**src/rtl/bit_population_counter_pkg.sv**
```systemverilog
// Shared sizing helpers for the pipelined population counter.
//   n_leaves    : number of LEAF-wide chunks covering a word (padded up)
//   tree_levels : registered adder-tree depth over those leaves
//   cnt_width   : bits needed to hold a count of 0..width
//   lvl_cnt     : operand count entering tree level lvl
//   leaf_pop    : combinational popcount of one (zero-extended) leaf
package bit_population_counter_pkg;

  function automatic int n_leaves(input int width, input int leaf);
    return (width + leaf - 1) / leaf;
  endfunction

  function automatic int tree_levels(input int width, input int leaf);
    return $clog2(n_leaves(width, leaf));
  endfunction

  function automatic int cnt_width(input int width);
    return $clog2(width + 1);
  endfunction

  // ceil(leaves / 2^lvl): each level halves the operand count, odd one rides along
  function automatic int lvl_cnt(input int leaves, input int lvl);
    return (leaves + (1 << lvl) - 1) >> lvl;
  endfunction

  localparam int LEAVES = n_leaves(16, 4);

  function automatic logic [3:0] leaf_pop(input logic [7:0] v);
    logic [3:0] c;
    c = '0;
    for (int i = 0; i < 8; i++) c = c + 4'(v[i]);
    return c;
  endfunction

endpackage

```
**src/rtl/popcount_adder_stage.sv**
```systemverilog
// One registered level of the popcount adder tree.
//   clk, rst_n    : clock, async active-low reset
//   en            : global pipeline enable (stall = hold)
//   vld, last     : side-band of the beat entering this level
//   sum           : IN_CNT operands, IN_W bits each
//   vld_q, last_q : registered side-band
//   sum_q         : ceil(IN_CNT/2) sums, IN_W+1 bits each
module popcount_adder_stage #(
  parameter int IN_CNT = 2,
  parameter int IN_W   = 3
) (
  input  logic                                clk,
  input  logic                                rst_n,
  input  logic                                en,
  input  logic                                vld,
  input  logic                                last,
  input  logic [IN_CNT-1:0][IN_W-1:0]         sum,
  output logic                                vld_q,
  output logic                                last_q,
  output logic [(IN_CNT+1)/2-1:0][IN_W:0]     sum_q
);

  logic [(IN_CNT+1)/2-1:0][IN_W:0] sum_d;

  for (genvar j = 0; j < (IN_CNT + 1) / 2; j++) begin : g_pair
    if (2 * j + 1 < IN_CNT) begin : g_add
      assign sum_d[j] = {1'b0, sum[2*j]} + {1'b0, sum[2*j+1]};
    end else begin : g_pass
      // odd trailing operand: widen and pass through
      assign sum_d[j] = {1'b0, sum[2*j]};
    end
  end

  always_ff @(posedge clk or negedge rst_n) begin
    if (!rst_n) begin
      vld_q  <= 1'b0;
      last_q <= 1'b0;
      sum_q  <= '0;
    end else if (en) begin
      vld_q  <= vld;
      last_q <= last;
      sum_q  <= sum_d;
    end
  end

endmodule

```
**src/rtl/bit_population_counter_pipe.sv**
```systemverilog
// Pipelined, back-pressured population counter with per-packet accumulation.
// Leaf stage -> N registered adder levels -> saturating accumulator/output.
//   clk_i, rst_n_i : clock, async active-low reset
//   data_i         : WIDTH-bit word; zeros_i selects counting zeros
//   last_i         : beat closes the packet
//   valid_i/ready_o: input stream handshake
//   data_o, ovf_o  : packet count and sticky saturation flag
//   valid_o/ready_i: output stream handshake
module bit_population_counter_pipe
  import bit_population_counter_pkg::*;
#(
  parameter int WIDTH      = 16,
  parameter int LEAF_WIDTH = 4,
  parameter int ACC_WIDTH  = 16
) (
  input  logic                 clk_i,
  input  logic                 rst_n_i,
  input  logic [WIDTH-1:0]     data_i,
  input  logic                 zeros_i,
  input  logic                 last_i,
  input  logic                 valid_i,
  output logic                 ready_o,
  output logic [ACC_WIDTH-1:0] data_o,
  output logic                 ovf_o,
  output logic                 valid_o,
  input  logic                 ready_i
);

  localparam int NL = n_leaves(WIDTH, LEAF_WIDTH);
  localparam int N  = tree_levels(WIDTH, LEAF_WIDTH);
  localparam int PW = NL * LEAF_WIDTH;
  localparam int LW = cnt_width(LEAF_WIDTH);
  localparam int TW = LW + N;
  localparam int SW = ((ACC_WIDTH > TW) ? ACC_WIDTH : TW) + 1;

  // Single global enable: the whole pipe advances or holds together, so
  // bubbles keep their slots during a stall.
  logic en;
  assign en      = !valid_o || ready_i;
  assign ready_o = en;

  // ---------------- leaf stage ----------------
  logic [PW-1:0] pad, mask, sel;
  assign pad  = PW'(data_i);
  assign mask = PW'({WIDTH{1'b1}});
  // padding bits are zero in pad, and masked off when inverting
  assign sel  = zeros_i ? (~pad & mask) : pad;

  logic [NL-1:0][LW-1:0] leaf_d, leaf_q;
  logic                  leaf_vld, leaf_last;

  for (genvar j = 0; j < NL; j++) begin : g_leaf
    logic [7:0] chunk;
    assign chunk     = 8'(sel[j*LEAF_WIDTH +: LEAF_WIDTH]);
    assign leaf_d[j] = LW'(leaf_pop(chunk));
  end

  always_ff @(posedge clk_i or negedge rst_n_i) begin
    if (!rst_n_i) begin
      leaf_vld  <= 1'b0;
      leaf_last <= 1'b0;
      leaf_q    <= '0;
    end else if (en) begin
      leaf_vld  <= valid_i;
      leaf_last <= last_i;
      leaf_q    <= leaf_d;
    end
  end

  // ---------------- adder tree ----------------
  for (genvar k = 0; k < N; k++) begin : g_lvl
    localparam int CI = lvl_cnt(NL, k);
    localparam int WI = LW + k;
    logic [CI-1:0][WI-1:0]       sum_in;
    logic [(CI+1)/2-1:0][WI:0]   sum_q;
    logic                        vld_in, last_in, vld_q, last_q;

    if (k == 0) begin : g_src
      assign sum_in  = leaf_q;
      assign vld_in  = leaf_vld;
      assign last_in = leaf_last;
    end else begin : g_src
      assign sum_in  = g_lvl[k-1].sum_q;
      assign vld_in  = g_lvl[k-1].vld_q;
      assign last_in = g_lvl[k-1].last_q;
    end

    popcount_adder_stage #(.IN_CNT(CI), .IN_W(WI)) u_stage (
      .clk    (clk_i),
      .rst_n  (rst_n_i),
      .en     (en),
      .vld    (vld_in),
      .last   (last_in),
      .sum    (sum_in),
      .vld_q  (vld_q),
      .last_q (last_q),
      .sum_q  (sum_q)
    );
  end

  logic [TW-1:0] wc;
  logic          wc_vld, wc_last;

  if (N == 0) begin : g_out
    assign wc      = leaf_q[0];
    assign wc_vld  = leaf_vld;
    assign wc_last = leaf_last;
  end else begin : g_out
    assign wc      = g_lvl[N-1].sum_q[0];
    assign wc_vld  = g_lvl[N-1].vld_q;
    assign wc_last = g_lvl[N-1].last_q;
  end

  // ---------------- accumulate / output ----------------
  logic [ACC_WIDTH-1:0] acc, acc_next;
  logic                 flag, flag_next, sat;
  logic [SW-1:0]        sum_full;

  assign sum_full  = SW'(acc) + SW'(wc);
  assign sat       = sum_full > SW'({ACC_WIDTH{1'b1}});
  assign acc_next  = sat ? {ACC_WIDTH{1'b1}} : sum_full[ACC_WIDTH-1:0];
  assign flag_next = flag | sat;

  always_ff @(posedge clk_i or negedge rst_n_i) begin
    if (!rst_n_i) begin
      acc     <= '0;
      flag    <= 1'b0;
      data_o  <= '0;
      ovf_o   <= 1'b0;
      valid_o <= 1'b0;
    end else if (en) begin
      // en=1 means any held result was consumed (or none was pending)
      valid_o <= wc_vld && wc_last;
      if (wc_vld) begin
        if (wc_last) begin
          data_o <= acc_next;
          ovf_o  <= flag_next;
          acc    <= '0;
          flag   <= 1'b0;
        end else begin
          acc    <= acc_next;
          flag   <= flag_next;
        end
      end
    end
  end

endmodule

```
**config.mk**
```make
export PLATFORM = sky130hd
export DESIGN_NAME = bit_population_counter_pipe
export DESIGN_NICKNAME = d
export VERILOG_FILES = /design/src/rtl/bit_population_counter_pkg.sv /design/src/rtl/popcount_adder_stage.sv /design/src/rtl/bit_population_counter_pipe.sv
export SDC_FILE = /design/constraint.sdc
export NUM_CORES = 1
export LEC_CHECK = 0
export CORE_AREA = 2 2 99 101
export DETAILED_ROUTE_END_ITERATION = 12
export DIE_AREA = 0 0 101 103
export GPL_ROUTABILITY_DRIVEN = 0
export SLEW_MARGIN = 10
export SYNTH_ARGS = -nofsm -noshare
export SYNTH_HDL_FRONTEND = slang
export SYNTH_SLANG_ARGS = --single-unit
```
**constraint.sdc**
```tcl
create_clock -name clk_i -period 3.2 [get_ports clk_i]
set_clock_uncertainty 0.1 [all_clocks]
set_input_delay 0.96 -clock clk_i [delete_from_list [all_inputs] [get_ports clk_i]]
set_output_delay 0.96 -clock clk_i [all_outputs]
set_load 0.01 [all_outputs]
```
==> impl_results.md, run 1 <==
- Residual DRC count: 0
- Clk buf depth: 2
- I/O Buffers: 40
- Number of nets in the layout: 446
- Synth Net Count: 406
- Area leader, netlist: dfrtp_1
- CP Launch Type: primary input
- Crit Path Class: in -> out
- Worst setup slack after layout: 36.8 ps
- Clock network power share: 0.193
- Resized cells post-CTS: 0
- Synthesized instance count: 353
- Crit path time final: 3160 ps
- Place WS: 17.5 ps
- CP required: 2140 ps
- Core area: 9460 µm²
- CTS Buf Count: 9
- Number of synthesized flops with an enable pin: 0
- Setup TNS: 0 ps
- Sequential share of the synthesized area: 0.443
- Die Ht: 103 µm
- Crit share post-route: 0.989
- Critical path, cell by cell: clkdlybuf4s50_1 -> nand2b_2 -> clkdlybuf4s50_1
- Critical Path AT: 2100 ps
- Final setup fails: 0
- CP max stage delay: 550 ps
- Number of diodes: 0
- Initial DRC count: 85
- Antenna violations before repair: 0
- Hold Path Class: reg -> reg
- Final Max Tran Viols: 0
- Clk sinks: 66
- Reg power frac: 0.354
- Setup Fix Bufs, Post-CTS: 0
- Clock transition at path regs: 80 ps
- Synth top area cells: dfrtp_1, ha_1, mux2_2, xor2_1, a21oi_1
- GRT Resource Usage Total: 0.151
- Root Driver: clkbuf_8
- Rows: 36
- Syn avg cell area: 10.6 µm²
- Worst Tran Pin Value: 652 ps
- Largest net degree at the start of global routing: 49
- CTS tree: done
- Distinct cells, synth: 51
- H-tree depth: 3
- Clk_lat worst skew: 360 ps
- Hpwl dp: 5200 µm
- Slowest-stage cell, CP: clkdlybuf4s50_1
- Most used cell, CP: clkdlybuf4s50_1
- CP Capture Type: primary output
- Top-area cell type share of the netlist area: 0.443
- Starting Density: 0.394
- Hold_ws: 371 ps
- Via count: 2,631
- GR Overflow Total: 0
- CTS hold repair buffers: 0
- I/O pin count: 41
- Final wirelength: 7110 µm
- Switching part of the total: 0.382
- Avg Vias per Cell: 5.14
- Logic pwr share: 0.453
- RSZ-0062 raised after global routing: no
- Seq cells post-synth: 66
- Max_cap viols: 0
- Layout cells sized above 1: 0.138
- Drt first pass iters: 4
- Outcome: complete, no violations
- Leak: 2.01 nW
- Top_reg_cell synth: dfrtp_1
- Hold Fails Final Rpt: 0
- Mapped cell area: 3730 µm²
- Slew headroom: 0.554
- PD cells: 868 nW/µm²
- Max IR drop VDD: 0.361 mV
- Die width: 101 µm
- NetSw: 0.00148 W
- Ys async rst share: 1.00
- Die area: 10,400 µm²
- Fmax: 316 MHz
- Max FO, Critical Path: 2
- Area delta synth->final: 20.0%
- P_int: 0.00240 W
- Vias in the first global route: 2,610
- DRT antenna net count: 0
- Global-route wire length before repair: 12,300 µm
- Yosys warning count: 0
- Final-layout fill cell count: 905
- Drt wl/cell: 13.9 µm
stage by stage:
step                      area (µm²)  power [W]   util  cells
final                           4470    0.00388  0.473    512
after global routing            4470    0.00425  0.473    512
after CTS                       4470    0.00393  0.473    512
after detailed placement        4260    0.00316  0.451    496
after global placement          4260    0.00311  0.451    496
after floorplan                 3730    0.00259      -    353
state kept, by name (all words and copies together) (netlist names):
register / flops
acc: 16
data_o: 16
g_lvl.u_stage.sum_q: 13
g_lvl.sum_in: 12
g_lvl.u_stage.last_q: 2
g_lvl.u_stage.vld_q: 2
flag: 1
g_lvl.last_in: 1
g_lvl.vld_in: 1
ovf_o: 1
valid_o: 1
power by group through the flow:
| stage | combinational, W | clock (W) | sequential, W |
|---|---|---|---|
| global placement | 0.00172 | 0 | 0.00139 |
| floorplan | 0.00124 | 0 | 0.00134 |
| CTS | 0.00178 | 0.000769 | 0.00138 |
| detailed placement | 0.00176 | 0 | 0.00140 |
| global route | 0.00202 | 0.000810 | 0.00142 |
| finish | 0.00176 | 0.000750 | 0.00138 |
critical path, delay by kind of cell:
family	cells	cell delay (ps)
simple gates	1	140
buf+inv	2	1000
layer usage:
layer	track usage	wire, µm	vias up
met5	0	0	-
met4	0.0686	151	0
met3	0.0285	391	12
met2	0.236	3120	67
met1	0.205	3450	1238
li1	-	-	1314
worst paths after layout:
kind,end,cells after the start,start,slack [ps]
min in group asynchronous,data_o[15],1,rst_n_i,500
setup reg to reg,data_o[13],8,g_lvl[1].u_stage.sum_q[0],540
setup / recovery,ready_o,3,ready_i,40
hold reg to reg,ovf_o,2,ovf_o,370
max in group asynchronous,g_lvl[1].u_stage.sum_q[2],2,rst_n_i,1850
hold / removal,ovf_o,2,ovf_o,370
kinds of logic after synthesis:
logic type	after synthesis	share of synthesized area
AO/OA/AOI/OAI	94	0.167
XOR/XNOR	30	0.0705
adder cells (fa/ha/maj)	31	0.120
buffers and inverters	34	0.0400
flip-flops	66	0.443
multiplexers	19	0.0571
AND/OR/NAND/NOR	79	0.102
final cells by class:
class,instances,area (µm²),share of cell area
Multi-Input combinational cell,253,1930,0.431
Sequential cell,66,1650,0.369
Timing Repair Buffer,49,488,0.109
Tap cell,114,143,0.0319
Clock buffer,10,138,0.0308
Clock inverter,6,72.6,0.0162
Inverter,14,52.6,0.0117
cells in the mapped netlist (2+ instances only):
cell type and n:
a211oi_2 2, a21o_1 7, a21oi_1 37, a21oi_2 2, a31o_1 4, a31oi_1 6
and2_1 2, and3_1 3, buf_2 2, buf_6 2, clkbuf_1 14, dfrtp_1 66
fa_1 8, ha_1 23, inv_1 14, mux2_2 18, nand2_1 27, nand2b_1 2
nand3_1 4, nand4_1 3, nor2_1 27, nor3_1 3, o211ai_1 2, o21a_1 2
o21ai_0 18, o31ai_1 2, xnor2_1 8, xor2_1 22
cell usage in the layout, fill, tap and decap left out, types with 2 or more instances in the layout:
cell type and n:
dfrtp_1 66, a21oi_1 37, and3_1 3, o21ai_0 18
a21oi_2 2, ha_1 23, nor3_1 3, mux2_2 18
nor2_1 27, nand2_1 27, xnor2_1 8, inv_1 14
buf_12 2, a21o_1 7, a31oi_1 6, a31o_1 4
o31ai_1 2, inv_6 2, buf_4 7, nand4_1 3
o211ai_1 2, nand3_1 4, fa_1 8, a211oi_2 2
o21a_1 2, clkdlybuf4s50_1 39, and2_1 2, xor2_1 22
clkbuf_8 10
(Power assumes the default switching activity.)
==> run 2: changes to the inputs <==
--- a/config.mk
+++ b/config.mk
@@ -9,6 +9,7 @@
 export DETAILED_ROUTE_END_ITERATION = 12
 export DIE_AREA = 0 0 101 103
 export GPL_ROUTABILITY_DRIVEN = 0
+export SKIP_CTS_REPAIR_TIMING = 1
 export SLEW_MARGIN = 10
 export SYNTH_ARGS = -nofsm -noshare
 export SYNTH_HDL_FRONTEND = slang
==> results of run 2 <==
Same layout as run 1: the final DEF is identical, and so are final timing and power.
